--- config.mk ---
export PLATFORM = sky130hd
export DESIGN_NAME = uart_tx_cfg
export DESIGN_NICKNAME = d
export VERILOG_FILES = /design/src/rtl/uart_pkg.sv /design/src/rtl/uart_baud_gen.sv /design/src/rtl/uart_tx_cfg.sv
export SDC_FILE = /design/constraint.sdc
export NUM_CORES = 1
export LEC_CHECK = 0
export BUFFER_PORTS_ARGS = -buffer_cell sky130_fd_sc_hd__buf_2
export CAP_MARGIN = 0
export CORE_AREA = 2 2 73 75
export CTS_BUF_LIST = sky130_fd_sc_hd__clkbuf_4 sky130_fd_sc_hd__clkbuf_8
export DETAILED_ROUTE_END_ITERATION = 7
export DIE_AREA = 0 0 75 77
export GPL_TIMING_DRIVEN = 0
export PLACE_DENSITY = 0.45
export SLEW_MARGIN = 20
export SYNTH_ARGS = -nofsm -noshare
export SYNTH_HDL_FRONTEND = slang
export SYNTH_SLANG_ARGS = --single-unit
--- constraint.sdc ---
create_clock -name i_clk -period 2.65 [get_ports i_clk]
set_input_delay 0.3975 -clock i_clk [delete_from_list [all_inputs] [get_ports i_clk]]
set_output_delay 0.3975 -clock i_clk [all_outputs]
set_load 0.005 [all_outputs]
--- src/rtl/uart_pkg.sv ---
// Shared UART constants and state encoding, used by both the TX and RX paths.
package uart_pkg;

  localparam int UART_OVERSAMPLE  = 16;

  localparam int UART_PARITY_NONE = 0;
  localparam int UART_PARITY_ODD  = 1;
  localparam int UART_PARITY_EVEN = 2;

  typedef enum logic [2:0] {
    UART_TX_IDLE,
    UART_TX_START,
    UART_TX_DATA,
    UART_TX_PARITY,
    UART_TX_STOP
  } uart_tx_state_t;

endpackage

--- src/rtl/uart_baud_gen.sv ---
// Oversampling enable generator: one-cycle pulse at BAUD_RATE * UART_OVERSAMPLE.
module uart_baud_gen #(
  parameter int BAUD_RATE  = 115_200,
  parameter int CLOCK_RATE = 50_000_000
) (
  input  logic i_clk,
  input  logic i_rst,
  output logic o_baud_x16_en
);
  import uart_pkg::*;

  localparam int DIV_RAW = CLOCK_RATE / (BAUD_RATE * UART_OVERSAMPLE);
  localparam int DIV     = (DIV_RAW < 1) ? 1 : DIV_RAW;
  localparam int CW      = (DIV > 1) ? $clog2(DIV) : 1;
  localparam logic [CW-1:0] LAST = CW'(DIV - 1);

  logic [CW-1:0] cnt;

  // With DIV == 1 the counter sits at 0 and the enable is permanently high.
  always_ff @(posedge i_clk or negedge i_rst) begin
    if (!i_rst)           cnt <= '0;
    else if (cnt == LAST) cnt <= '0;
    else                  cnt <= cnt + CW'(1);
  end

  assign o_baud_x16_en = (cnt == LAST);

endmodule

--- src/rtl/uart_tx_cfg.sv ---
// Configurable UART transmitter (5..9 data bits, none/odd/even parity, 1 or 2 stops)
// with valid/ready input and a registered serial line.
module uart_tx_cfg #(
  parameter int BAUD_RATE  = 115_200,
  parameter int CLOCK_RATE = 50_000_000,
  parameter int DATA_BITS  = 8,
  parameter int PARITY     = 0,
  parameter int STOP_BITS  = 1
) (
  input  logic                 i_clk,
  input  logic                 i_rst,
  input  logic [DATA_BITS-1:0] i_data_in,
  input  logic                 i_valid,
  output logic                 o_ready,
  output logic                 o_busy,
  output logic                 o_done,
  output logic                 o_tx_out
);
  import uart_pkg::*;

  if (DATA_BITS < 5 || DATA_BITS > 9) begin : g_bad_data_bits
    $error("uart_tx_cfg: DATA_BITS must be in 5..9");
  end
  if (PARITY < UART_PARITY_NONE || PARITY > UART_PARITY_EVEN) begin : g_bad_parity
    $error("uart_tx_cfg: PARITY must be 0, 1 or 2");
  end
  if (STOP_BITS < 1 || STOP_BITS > 2) begin : g_bad_stop_bits
    $error("uart_tx_cfg: STOP_BITS must be 1 or 2");
  end

  localparam logic [3:0] TICK_LAST = 4'(UART_OVERSAMPLE - 1);
  localparam logic [3:0] LAST_BIT  = 4'(DATA_BITS - 1);
  localparam logic       STOP_LAST = 1'(STOP_BITS - 1);
  localparam bit         HAS_PAR   = (PARITY != UART_PARITY_NONE);
  localparam bit         ODD_PAR   = (PARITY == UART_PARITY_ODD);

  uart_tx_state_t       state;
  logic [DATA_BITS-1:0] shreg;
  logic                 par_bit;
  logic [3:0]           tick;
  logic [3:0]           bit_cnt;
  logic                 stop_cnt;
  logic                 tx_q;
  logic                 done_q;
  logic                 baud_en;
  logic                 bit_end;

  uart_baud_gen #(
    .BAUD_RATE  (BAUD_RATE),
    .CLOCK_RATE (CLOCK_RATE)
  ) u_baud (
    .i_clk         (i_clk),
    .i_rst         (i_rst),
    .o_baud_x16_en (baud_en)
  );

  assign bit_end = baud_en && (tick == TICK_LAST);

  // tx_q is loaded with the value of the state being entered, so the line
  // changes on the same edge as the state register.
  always_ff @(posedge i_clk or negedge i_rst) begin
    if (!i_rst) begin
      state    <= UART_TX_IDLE;
      shreg    <= '0;
      par_bit  <= 1'b0;
      tick     <= '0;
      bit_cnt  <= '0;
      stop_cnt <= 1'b0;
      tx_q     <= 1'b1;
      done_q   <= 1'b0;
    end else begin
      done_q <= 1'b0;
      if (state != UART_TX_IDLE && baud_en) tick <= tick + 4'd1;
      case (state)
        UART_TX_IDLE: begin
          tx_q <= 1'b1;
          if (i_valid) begin
            shreg    <= i_data_in;
            par_bit  <= ODD_PAR ? ~(^i_data_in) : ^i_data_in;
            tick     <= '0;
            bit_cnt  <= '0;
            stop_cnt <= 1'b0;
            tx_q     <= 1'b0;
            state    <= UART_TX_START;
          end
        end
        UART_TX_START: if (bit_end) begin
          tx_q  <= shreg[0];
          state <= UART_TX_DATA;
        end
        UART_TX_DATA: if (bit_end) begin
          shreg   <= {1'b0, shreg[DATA_BITS-1:1]};
          bit_cnt <= bit_cnt + 4'd1;
          if (bit_cnt != LAST_BIT) begin
            tx_q <= shreg[1];
          end else if (HAS_PAR) begin
            tx_q  <= par_bit;
            state <= UART_TX_PARITY;
          end else begin
            tx_q  <= 1'b1;
            state <= UART_TX_STOP;
          end
        end
        UART_TX_PARITY: if (bit_end) begin
          tx_q  <= 1'b1;
          state <= UART_TX_STOP;
        end
        UART_TX_STOP: if (bit_end) begin
          tx_q <= 1'b1;
          if (stop_cnt == STOP_LAST) begin
            done_q <= 1'b1;
            state  <= UART_TX_IDLE;
          end else begin
            stop_cnt <= stop_cnt + 1'b1;
          end
        end
        default: begin
          tx_q  <= 1'b1;
          state <= UART_TX_IDLE;
        end
      endcase
    end
  end

  assign o_ready  = (state == UART_TX_IDLE);
  assign o_busy   = ~o_ready;
  assign o_done   = done_q;
  assign o_tx_out = tx_q;

endmodule

# Yosys cells after proc, flatten, opt, wreduce, memory -nomap -nowiden
# Cells that the tools add are included.
[word_totals]
reg_bits = 27
latch_bits = 0
ram_bits = 0
rom_bits = 0
input_bits = 11
output_inout_bits = 4
wordCells = 70
mem_count = 0
[op_classes]
addsub = 4
mul = 0
n_div = 0
magnitude_cmp = 0
eq_ne = 15
n_shift = 0
muxes = 31
n_bitwise = 1
n_reduce_logical = 11
[op_table]
columns = ["cell", "n"]
rows = [
  ["2-to-1 mux 3 bit", 7],
  ["2-to-1 mux 4 bit", 5],
  ["2-to-1 mux 8 bit", 2],
  ["one-hot mux 8 bit (2 select lines)", 1],
  ["one-hot mux 3 bit (5 select lines)", 1],
  ["!= test 2 bit, second input constant", 7],
  ["2-to-1 mux 1 bit", 11],
  ["AND reduction 3 bit", 3],
  ["adder 4 x 1 -> 4 bit, second input constant", 2],
  ["one-hot mux 4 bit (2 select lines)", 1],
  ["AND reduction 7 bit", 1],
  ["equality test 3 x 2 -> 1 bit, second input constant", 2],
  ["adder 5 x 1 -> 5 bit, second input constant", 1],
  ["equality test 5 bit, second input constant", 1],
  ["2-to-1 mux 5 bit", 1],
  ["equality test 4 bit, second input constant", 1],
  ["!= test 4 x 3 -> 1 bit, second input constant", 1],
  ["one-hot mux 1 bit (4 select lines)", 1],
  ["nonzero test 2 bit", 2],
  ["equality test 3 x 1 -> 1 bit, second input constant", 1],
  ["equality test 3 bit, second input constant", 1],
  ["zero test 3 bit", 1],
  ["nonzero test 3 bit", 1],
  ["logical AND 1 bit", 2],
  ["5 further kinds", 5],
]

# Logic depth before layout (Yosys ltp)
[depth]
ltp_word = 5
mapped_depth = 7
mapped_depth_nobuf = 6

# Modules after synthesis
# Synthesis repeated with hierarchy kept, for this count alone.
[unflattened]
cells_unflattened = 122
area_unflattened_um2 = 1423.9
[by_module_without_submodules]
columns = ["module", "n_inst", "cells_each", "area_each_um2", "seq_area_each_um2"]
rows = [
  ["uart_tx_cfg", 1, 98, 1157.4, 526.8],
  ["uart_baud_gen", 1, 24, 266.5, 125.1],
]

# Worst setup path after synthesis
# Ideal clock, no wire load.
[synth_timing]
kind = "reg-to-reg"
start = "register state[1]"
end = "register state[2]"
setup_ps = 125
t_arrival_ps = 1403
required_ps = 2525
setup_slack_ps = 1122
stages_incl_launch_ff = 6
n_path_buf = 1
period_less_slack_ps = 1528
cell_sequence = "dfrtp_1 > buf_6 > nor3_1 > inv_1 > nand3_2 > mux2_2"
[synth_via]
elab_chain_len = 3
elab_cells_between_ends = 14
cone_classes = "eq/ne (11); mux (1); reduce/logical (2)"
[synth_lines]
columns = ["item", "line", "source"]
rows = [
  ["from (decl)", "uart_tx_cfg.sv:37", "uart_tx_state_t state;"],
  ["from (signal assigned)", "uart_tx_cfg.sv:63", "state <= UART_TX_IDLE;"],
  ["from (signal assigned)", "uart_tx_cfg.sv:84", "state <= UART_TX_START;"],
  ["from (signal assigned)", "uart_tx_cfg.sv:89", "state <= UART_TX_DATA;"],
  ["zero test 3 bit (*)", "-", ""],
  ["via o_ready", "uart_tx_cfg.sv:14", "output logic o_ready,"],
  ["!= test 2 bit (no line)", "-", ""],
  ["AND reduction 7 bit (no line)", "-", ""],
]
# The timed path passes the listed nets; every way through them passes the cells marked *.
# A chain may end at the register's enable or synchronous reset.

# Worst setup path after layout
[layout_timing]
start = "register state[1]"
end = "output port o_busy"
[layout_via]
elab_chain_len = 2
[layout_lines]
columns = ["item", "line", "source"]
rows = [
  ["zero test 3 bit", "uart_tx_cfg.sv:125", "assign o_ready = (state == UART_TX_IDLE);"],
  ["NOT 1 bit", "uart_tx_cfg.sv:126", "assign o_busy = ~o_ready;"],
  ["to (decl)", "uart_tx_cfg.sv:15", "output logic o_busy,"],
]
# Every way passes these cells.

==> impl_metrics.env <==
export IMPL_synth_area_leaders="dfrtp_1, mux2i_1, o21ai_0"
export IMPL_die_area_um2=5780
export IMPL_grt_pass1_vias=957
export IMPL_min_period_ns=1.80
export IMPL_finalSetupTns_ns=0
export IMPL_antenna_found_initial=0
export IMPL_p_int_uw=756
export IMPL_maxSlewHeadroom=0.593
export IMPL_cts_buffers=3
export IMPL_grt_max_degree=27
export IMPL_n_antenna_cell=0
export IMPL_p_switching_uw=375
export IMPL_initial_core_util=0.268
export IMPL_worst_setup_path_type="register to primary output"
export IMPL_synth_async_reset_ratio=1.00
export IMPL_clock_skew_ns=0.00355
export IMPL_die_h_um=77
export IMPL_fmax_mhz=555
export IMPL_ff2ff_path_depth=7
export IMPL_synth_cell_type_count=36
export IMPL_worstPathArrival_ns=1.40
export IMPL_cts_htree_levels=1
export IMPL_core_um2=4980
export IMPL_postSynthCellCount=126
export IMPL_rsz0062_at_grt="no"
export IMPL_syn_num_nets=141
export IMPL_fin_nets=160
export IMPL_grt_first_pass_wirelength_um=4430
export IMPL_setup_ws_ns=0.849
export IMPL_cap_violations=0
export IMPL_layout_drive_gt1_share=0.222
export IMPL_slew_violations=0
export IMPL_peakVddDrop_v=0.000240
export IMPL_gr_total_overflow=0
export IMPL_gp_congestion=0.718
export IMPL_synth_seq_area_share=0.489
export IMPL_cts_hold_buf=0
export IMPL_rows=26
export IMPL_cts_resized=0
export IMPL_worstMarginPinSlew_ns=0.610
export IMPL_synth_top_cell_area_share=0.469
export IMPL_period_share=0.680
export IMPL_die_w_um=75
export IMPL_via_per_inst=4.48
export IMPL_dp_slack_ns=0.912
export IMPL_ys_seq_elements=26
export IMPL_clkTransAtPathRegs_ns=0.09
export IMPL_drtIter0Drc=40
export IMPL_clock_power_share=0.213
export IMPL_timing_rr_start="u_baud.cnt[0]"
export IMPL_p_seq_frac=0.466
export IMPL_hp_class="input port to asynchronous set/reset pin"
export IMPL_grtUsageTotal=0.0993
export IMPL_worstReg2RegEnd="bit_cnt[0]"
export IMPL_cp_data_required_time_ns=2.25
export IMPL_avgSynthCellArea_um2=10.6
export IMPL_clock_latency_ns=0.27
export IMPL_clockBufferDepth=2
export IMPL_p_per_area_nw_per_um2=734
export IMPL_crit_fanout=10
export IMPL_setup_viol_count_final=0
export IMPL_cts_tree="done"
export IMPL_synth_edf_count=0
export IMPL_outcome="finished clean"
export IMPL_wirelength_um=2580
export IMPL_power_leakage_uw=0.000683
export IMPL_portBuffers=14
export IMPL_root_buffer="clkbuf_8"
export IMPL_start_kind="register"
export IMPL_yosysWarnings=0
export IMPL_wl_per_cell_um=12.1
export IMPL_vias=959
export IMPL_r2r_slack_ns=0.90
export IMPL_post_cts_buffers=0
export IMPL_syn_to_final_growth_pct=15.5
export IMPL_antenna_left=0
export IMPL_hold_viol=0
export IMPL_ys_flop_type="dfrtp_1"
export IMPL_switching_share=0.332
export IMPL_drtPass1Iterations=4
export IMPL_syn_area_um2=1330
export IMPL_synth_top_area_cell="dfrtp_1"
export IMPL_place_hpwl_um=1870
export IMPL_route_detailed_drc=0
export IMPL_ioPinCount=15
export IMPL_cts_sinks=26
export IMPL_end_kind="primary output"
export IMPL_comb_power_share=0.321
[area by class of cell]
cell class | instances | area, µm²
clock buffer | 4 | 48.8
timing repair buffer | 14 | 70.1
multi-input combinational | 90 | 618
tap | 70 | 87.6
buffer | 6 | 48.8
inverter | 4 | 15.0
sequential | 26 | 652
fill | 524 | 3440
[power groups by stage]
stage	Clock (µW)	Sequential [µW]	Combinational, µW
2_1_floorplan	0	523	269
3_3_place_gp	0	532	361
3_5_place_dp	0	536	372
4_1_cts	254	527	372
5_1_grt	281	539	406
6_report	241	527	363
[kinds of logic (layout without fill, tap and decap cells)]
logic type / after synthesis / in the layout / synth area share
and+or+nand+nor: 47 / 47 / 0.202
DFF: 26 / 26 / 0.489
AOI/OAI and AO/OA: 25 / 25 / 0.121
muxes: 10 / 10 / 0.0769
buffers and inverters: 10 / 28 / 0.0478
adders and majority gates: 4 / 4 / 0.0375
xor gates and xnor gates: 4 / 4 / 0.0263
[how the worst max path moves through the flow]
| stage | from | end | slack (ns) | cells past startpoint |
|---|---|---|---|---|
| 3_3_place_gp | u_baud.cnt[0] | shreg[4] | 0.97 | 7 |
| 5_1_grt | u_baud.cnt[0] | bit_cnt[0] | 0.74 | 7 |
| 4_1_cts | state[1] | o_busy | 0.84 | 4 |
| 3_5_place_dp | u_baud.cnt[0] | shreg[4] | 0.91 | 7 |
| 6_report | state[1] | o_busy | 0.85 | 4 |
| 2_1_floorplan | state[1] | state[2] | 1.12 | 5 |
[worst max-delay path, stage by stage, from the launching register on]
cell and delay (ns):
dfrtp_1 0.38, buf_6 0.14, nor3_1 0.27, inv_1 0.18
buf_2 0.17
[metal layers]
layer / part of all wire / vias up / global-route usage
met5: 0 / - / 0
met4: 0.016 / 0 / 0.0375
met3: 0.053 / 4 / 0.0223
met2: 0.45 / 20 / 0.153
met1: 0.48 / 462 / 0.134
li1: - / 473 / -
[synth_stat cells (2+ instances only)]
| master | count |
|---|---|
| buf_2 | 3 |
| xor2_1 | 3 |
| mux2i_1 | 8 |
| inv_1 | 4 |
| buf_6 | 3 |
| nand3b_1 | 3 |
| a21oi_1 | 3 |
| mux2_2 | 2 |
| o21ai_0 | 13 |
| ha_1 | 4 |
| nor2_1 | 8 |
| nand3_1 | 7 |
| and3_1 | 2 |
| dfrtp_1 | 25 |
| nand2_1 | 17 |
[flip-flops by register name (all words and copies together) (netlist names)]
register    flops
bit_cnt         4
o_done          1
u_baud.cnt      5
shreg           8
tick            4
state           3
o_tx_out        1
[placed cells by master (no fill, tap or decap), types with 2 or more instances in the layout]
cell	count
nand3_1	7
nand3b_1	3
a21oi_1	3
nor2_1	8
mux2i_1	8
clkbuf_8	3
o21ai_0	13
dfrtp_1	25
nand2_1	17
inv_1	4
mux2_2	2
buf_2	17
ha_1	4
xor2_1	3
and3_1	2
buf_6	3
[per-stage QoR]
step | utilization | hold slack (ns) | cells | power (µW) | instance area, µm²
after floorplan | - | 0.102 | 126 | 792 | 1330
after global placement | 0.300 | 0.439 | 210 | 893 | 1490
after detailed placement | 0.300 | 0.448 | 210 | 907 | 1490
after CTS | 0.309 | 0.147 | 214 | 1150 | 1540
after global routing | 0.309 | 0.163 | 214 | 1230 | 1540
final | 0.309 | 0.126 | 214 | 1130 | 1540
(Power assumes the default switching activity.)
